$ cat config.mk
export PLATFORM = sky130hd
export DESIGN_NAME = led_zone_mean
export DESIGN_NICKNAME = d
export VERILOG_FILES = /design/src/rtl/led_zone_pkg.sv /design/src/rtl/zone_acc.sv /design/src/rtl/led_zone_mean.sv
export SDC_FILE = /design/constraint.sdc
export NUM_CORES = 1
export LEC_CHECK = 0
export ABC_AREA = 1
export CAP_MARGIN = 20
export CORE_MARGIN = 2
export CORE_UTILIZATION = 43
export DETAILED_ROUTE_END_ITERATION = 8
export SETUP_SLACK_MARGIN = 0.15
export SYNTH_ARGS = -nofsm -noshare
export SYNTH_HDL_FRONTEND = slang
export SYNTH_HIERARCHICAL = 1
export SYNTH_SLANG_ARGS = --single-unit
$ cat constraint.sdc
create_clock -name clk_fast -period 5.1 [get_ports clk_fast]
set_clock_uncertainty 0.2 [all_clocks]
set_input_delay 1.02 -clock clk_fast [delete_from_list [all_inputs] [get_ports clk_fast]]
set_output_delay 1.02 -clock clk_fast [all_outputs]
set_load 0.1 [all_outputs]
$ cat src/rtl/led_zone_pkg.sv
// rtl/led_zone_pkg.sv - shared constants, mean types and FSM states for the zone mean block
package led_zone_pkg;

   localparam int ZONE_NUM   = 8;
   localparam int ZONE_IDX_W = 3;
   localparam int PIX_W      = 8;
   localparam int MEAN_W     = 4;

   typedef logic [MEAN_W-1:0]    mean_t;
   typedef mean_t [ZONE_NUM-1:0] mean_arr_t;

   typedef enum logic [1:0] {
      ST_IDLE,
      ST_ACC,
      ST_DONE
   } zone_st_e;

endpackage

$ cat src/rtl/zone_acc.sv
// rtl/zone_acc.sv - eight per-zone accumulators for one colour channel
module zone_acc
   import led_zone_pkg::*;
#(
   parameter int ACC_W = 12
) (
   input  logic                  clk_fast,
   input  logic                  rstn,
   input  logic                  load,
   input  logic                  add,
   input  logic [ZONE_IDX_W-1:0] zone,
   input  logic [PIX_W-1:0]      pix,
   output mean_arr_t             mean
);

   logic [ACC_W-1:0] acc [ZONE_NUM];
   logic [ACC_W-1:0] pix_ext;

   assign pix_ext = ACC_W'(pix);

   // load starts a new frame: the selected zone takes the pixel, all others clear
   always_ff @(posedge clk_fast or negedge rstn) begin
      if (!rstn) begin
         for (int i = 0; i < ZONE_NUM; i++) acc[i] <= '0;
      end else if (load) begin
         for (int i = 0; i < ZONE_NUM; i++)
            acc[i] <= (zone == ZONE_IDX_W'(i)) ? pix_ext : '0;
      end else if (add) begin
         acc[zone] <= acc[zone] + pix_ext;
      end
   end

   // a full zone holds exactly 2^S pixels, so the top nibble is the truncated mean
   always_comb begin
      for (int i = 0; i < ZONE_NUM; i++) mean[i] = acc[i][ACC_W-1 -: MEAN_W];
   end

endmodule

$ cat src/rtl/led_zone_mean.sv
// rtl/led_zone_mean.sv - per-zone RGB frame means with end-of-frame start pulse
module led_zone_mean
   import led_zone_pkg::*;
#(
   parameter int IMG_W = 256,
   parameter int IMG_H = 128
) (
   input  logic             clk_fast,
   input  logic             rstn,
   input  logic             sof_i,
   input  logic             pix_vld_i,
   input  logic [PIX_W-1:0] pix_r_i,
   input  logic [PIX_W-1:0] pix_g_i,
   input  logic [PIX_W-1:0] pix_b_i,
   output mean_arr_t        MeanR,
   output mean_arr_t        MeanG,
   output mean_arr_t        MeanB,
   output logic             start_o,
   output logic             frame_err_o
);

   localparam int XW    = $clog2(IMG_W);
   localparam int YW    = $clog2(IMG_H);
   localparam int YCW   = (YW > 0) ? YW : 1;
   localparam int S     = XW + YW - ZONE_IDX_W;
   localparam int ACC_W = PIX_W + S;
   localparam logic [XW-1:0]  X_LAST = XW'(IMG_W - 1);
   localparam logic [YCW-1:0] Y_LAST = YCW'(IMG_H - 1);

   zone_st_e st, st_nx;
   logic [XW-1:0]  x, x_nx;
   logic [YCW-1:0] y, y_nx;
   logic sof_v, acc_load, acc_add, latch, err;
   logic [ZONE_IDX_W-1:0] zone_sel;
   mean_arr_t acc_mean_r, acc_mean_g, acc_mean_b;

   assign sof_v    = sof_i & pix_vld_i;
   assign zone_sel = acc_load ? '0 : x[XW-1 -: ZONE_IDX_W];

   always_comb begin
      st_nx    = st;
      x_nx     = x;
      y_nx     = y;
      acc_load = 1'b0;
      acc_add  = 1'b0;
      latch    = 1'b0;
      err      = 1'b0;
      unique case (st)
         ST_IDLE: begin
            if (sof_v) begin
               acc_load = 1'b1;
               x_nx     = XW'(1);
               y_nx     = '0;
               st_nx    = ST_ACC;
            end
         end
         ST_ACC: begin
            if (pix_vld_i) begin
               if (sof_i) begin
                  err      = 1'b1;
                  acc_load = 1'b1;
                  x_nx     = XW'(1);
                  y_nx     = '0;
               end else begin
                  acc_add = 1'b1;
                  if (x == X_LAST) begin
                     x_nx = '0;
                     if (y == Y_LAST) begin
                        y_nx  = '0;
                        st_nx = ST_DONE;
                     end else begin
                        y_nx = y + 1'b1;
                     end
                  end else begin
                     x_nx = x + 1'b1;
                  end
               end
            end
         end
         ST_DONE: begin
            // means are taken from the accumulators before a same-cycle restart clears them
            latch = 1'b1;
            st_nx = ST_IDLE;
            if (sof_v) begin
               acc_load = 1'b1;
               x_nx     = XW'(1);
               y_nx     = '0;
               st_nx    = ST_ACC;
            end
         end
         default: st_nx = ST_IDLE;
      endcase
   end

   always_ff @(posedge clk_fast or negedge rstn) begin
      if (!rstn) begin
         st          <= ST_IDLE;
         x           <= '0;
         y           <= '0;
         MeanR       <= '0;
         MeanG       <= '0;
         MeanB       <= '0;
         start_o     <= 1'b0;
         frame_err_o <= 1'b0;
      end else begin
         st          <= st_nx;
         x           <= x_nx;
         y           <= y_nx;
         start_o     <= latch;
         frame_err_o <= err;
         if (latch) begin
            MeanR <= acc_mean_r;
            MeanG <= acc_mean_g;
            MeanB <= acc_mean_b;
         end
      end
   end

   zone_acc #(.ACC_W(ACC_W)) u_acc_r (
      .clk_fast (clk_fast),
      .rstn     (rstn),
      .load     (acc_load),
      .add      (acc_add),
      .zone     (zone_sel),
      .pix      (pix_r_i),
      .mean     (acc_mean_r)
   );

   zone_acc #(.ACC_W(ACC_W)) u_acc_g (
      .clk_fast (clk_fast),
      .rstn     (rstn),
      .load     (acc_load),
      .add      (acc_add),
      .zone     (zone_sel),
      .pix      (pix_g_i),
      .mean     (acc_mean_g)
   );

   zone_acc #(.ACC_W(ACC_W)) u_acc_b (
      .clk_fast (clk_fast),
      .rstn     (rstn),
      .load     (acc_load),
      .add      (acc_add),
      .zone     (zone_sel),
      .pix      (pix_b_i),
      .mean     (acc_mean_b)
   );

endmodule
==> flow_metrics.py <==
metrics = {
    "run_status": {
        "result_of_the_run": "finished clean",
    },
    "critical_path": {
        "critPathCaptureType": "register",
        "r2r_start": "st[0]",
        "setup.reg_to_reg.worst_slack_ns": 0.79,
        "critical_path.cell_chain": "clkdlybuf4s50_1, nand2_2, a21oi_4, nor2_4, buf_4, nand2_2, o21ai_0, a21oi_1, a32oi_1, ha_1, fa_1, nand3_1, nand2_1, nand2_1, nand2_1, nand3_1, o21ai_1, nand3_1, nand2_1",
        "ff2ff_path_depth": 17,
        "critPathBufInv": 2,
        "cp_data_required_time_ns": 5.44,
        "timing.critical_path.slowest_stage_cell": "o21ai_1",
        "critical-path-top-cell-by-count": "nand2_1",
        "critPathTopFamily": "simple AND/OR/NAND/NOR gates",
        "crit_path_start_kind": "input port",
        "timing.rr.end": "u_acc_g/acc[150]",
        "critPathArrivalTime_ns": 4.96,
        "path_max_fanout": 15,
        "worstSetupPathType": "input port to register",
        "worst_path_max_stage_delay_ns": 0.53,
    },
    "power": {
        "power_density_mw_per_mm2": 350,
        "pwr-share-clk_pct": 43.1,
        "power_report.internal_total_w": 0.00879,
        "vdd_ir_drop_max_uv": 243,
        "seqPwrFrac_pct": 39.7,
        "total_leakage_power_nw": 17.8,
        "p_switching_w": 0.00367,
        "share_comb_of_total_power_pct": 17.3,
        "switching_share_pct": 29.4,
    },
    "finish": {
        "register_area_mm2": 0.0149,
        "proportion_of_layout_cells_with_a_drive_suffix_above_1_pct": 10.6,
        "fin_util_pct": 49.1,
        "syn2layout_area_growth_pct": 13.5,
        "antenna_cells_inserted": 0,
        "nNetsFinal": 4159,
        "multiInputGateArea_mm2": 0.0139,
        "final.fill_count": 7225,
    },
    "die": {
        "overall_die_width_um": 274,
        "std_cell_rows": 99,
        "dieArea_mm2": 0.0751,
        "fp.coreArea_mm2": 0.0726,
        "floorplan.io_pins": 126,
        "initial_core_util_pct": 43.2,
        "die_h_um": 274,
    },
    "timing": {
        "timing.hold.ws_ns": 0.247,
        "final-setup-viol-count": 0,
        "final.period_utilization_pct": 90.6,
        "tightest_slew_ns": 1.08,
        "rsz_0062_raised_after_global_routing": "false",
        "finalSetupTns_ns": 0,
        "max_clock_freq_mhz": 217,
        "final_hold_viol_count": 0,
        "finalMaxSlewViolations": 0,
        "period_needed_ns": 4.62,
        "max_transition_margin_pct": 27.6,
    },
    "synth": {
        "synth_warnings": 6,
        "netlist_area_mm2": 0.0314,
        "seq_cells_post_synth": 595,
        "synth_sequential_area_ratio_pct": 47.5,
        "synthesis.instances": 4043,
        "synthesized_net_count": 4100,
        "number_of_distinct_library_cell_variants_in_the_gate_level_netlist_after_synthesis": 56,
        "postSynthAreaPerCell_um2": 7.76,
    },
    "route": {
        "drt_iter0_markers": 2734,
        "drt_pass_1_iters": 5,
        "ant_nets": 0,
        "routed_via_density": 5.38,
        "num_vias": 27500,
        "wl_mm": 97.0,
        "detail_route.drc_violations": 0,
        "detailed_route_wire_length_per_cell_um": 19.0,
    },
    "global_route": {
        "grt_start_max_net_pins": 98,
        "grt_overflow_total": 0,
        "antenna_found_initial": 0,
        "global_route.usage.total_pct": 25.8,
        "grt_first_pass_wirelength_mm": 151,
        "vias_in_the_first_global_route": 26000,
    },
    "cts": {
        "cts.hold.buffers_added": 0,
        "post_cts_resize_count": 0,
        "clkTransAtPathRegs_ns": 0.06,
        "cts_tree": "yes",
        "clock_insertion_delay_worst_skew_ns": 0.61,
        "clock_tree.htree_level_count": 3,
        "clock_sink_count": 595,
        "cts_inserted_buffers": 70,
        "ctsRootBufferMaster": "clkbuf_16",
        "cts_setup_buffers": 0,
        "longest_clk_path_bufs": 3,
    },
    "placement": {
        "buffer_ports.inserted": 125,
        "gp_routability_congestion": 0.931,
        "hpwlAfterDp_mm": 64.1,
    },
    "min_path": {
        "holdCritPathClass": "input port to asynchronous set/reset pin",
    },
    "run": {
        "maxCapViolCount": 0,
    },
}
power groups by stage:
stage          clock network, W  registers [W]  logic, W
2_1_floorplan                 0        0.00500   0.00138
3_3_place_gp                  0        0.00502   0.00211
3_5_place_dp                  0        0.00502   0.00212
4_1_cts                 0.00546        0.00493   0.00212
5_1_grt                 0.00567        0.00495   0.00237
6_report                0.00537        0.00494   0.00215
layout make-up:
type                            count  area share [%]
Clock inverter                     32            1.18
Tap cell                          959            3.37
Multi-Input combinational cell   2947            39.1
Clock buffer                       94            5.77
Sequential cell                   595            41.8
Inverter                          261            2.81
Timing Repair Buffer              227            6.00
logic make-up (layout without fill, tap and decap cells):
logic type	Yosys count	in the layout	share of synthesized area, %
and+or+nand+nor	2426	2426	32.9
DFF	595	595	47.5
buffers and inverters	501	614	8.34
AOI/OAI and AO/OA	480	480	9.60
adders and majority gates	29	29	1.23
xor gates and xnor gates	12	12	0.431
cell usage in the layout (no fill, tap or decap), types with 73 or more instances in the layout:
master,count
clkdlybuf4s50_1,124
o21ai_1,81
dfrtp_1,595
buf_4,93
clkbuf_16,73
nand3_1,246
o21ai_0,152
nand2_1,1907
inv_1,227
nor2_1,81
sequential cells by signal, indices dropped and copies added (netlist names), 2 cells and up:
name,count
u_acc_b/acc,128
MeanB,32
u_acc_g/mean,32
u_acc_g/acc,128
MeanR,32
u_acc_r/acc,128
MeanG,32
st,2
u_acc_r/mean,32
y,7
u_acc_b/mean,32
x,8
how the worst max path moves through the flow:
| stage | startpoint | to | slack [ns] | cells after the start |
|---|---|---|---|---|
| floorplan | pix_vld_i | u_acc_r/acc[14] | 0.46 | 23 |
| global placement | pix_vld_i | u_acc_g/mean[18] | 0.04 | 22 |
| detailed placement | pix_vld_i | u_acc_g/mean[2] | -0.04 | 22 |
| CTS | pix_vld_i | u_acc_g/mean[2] | 0.56 | 22 |
| global route | pix_vld_i | u_acc_g/mean[18] | 0.16 | 22 |
| finish | pix_vld_i | u_acc_g/acc[150] | 0.48 | 19 |
per-layer routing:
| layer | wire, um | track usage, % | up-vias |
|---|---|---|---|
| li1 | - | - | 13000 |
| met1 | 44000 | 36.8 | 13300 |
| met2 | 44200 | 40.5 | 1044 |
| met3 | 6380 | 3.97 | 170 |
| met4 | 2520 | 7.57 | 0 |
| met5 | 0 | 0 | - |
cells in the mapped netlist (all sizes together):
cell type	count	area, um^2
nand2	1962	7570
dfrtp	595	14900
nand3	270	1540
inv	258	976
o21ai	242	1290
buf	204	1480
nor2	168	1050
o22ai	62	388
a21oi	46	241
o31ai	38	285
clkbuf	36	135
ha	26	325
a32o	25	250
a221oi	16	140
nand4	14	93.8
o2111ai	14	123
a22oi	10	75.1
a32oi	7	61.3
nor3	7	40.0
xnor2	7	68.8
o32ai	6	52.6
xor2	5	66.3
a31oi	4	25.0
clkinv	3	22.5
fa	3	60.1
a21o	2	15.0
a22o	2	17.5
a2bb2oi	2	17.5
nand3b	2	15.0
o211ai	2	15.0
o21bai	2	15.0
or2	2	12.5
nor3b	1	7.51
through the flow:
| stage | setup WS (ns) | cell area, um^2 | total power [W] | cells |
|---|---|---|---|---|
| floorplan | 0.460 | 31400 | 0.00638 | 4043 |
| global placement | 0.0436 | 33100 | 0.00712 | 4989 |
| detailed placement | -0.0404 | 33100 | 0.00713 | 4989 |
| CTS | 0.564 | 35600 | 0.0125 | 5115 |
| global route | 0.160 | 35600 | 0.0130 | 5115 |
| finish | 0.482 | 35600 | 0.0125 | 5115 |
Power figures use the tool's default switching activity.
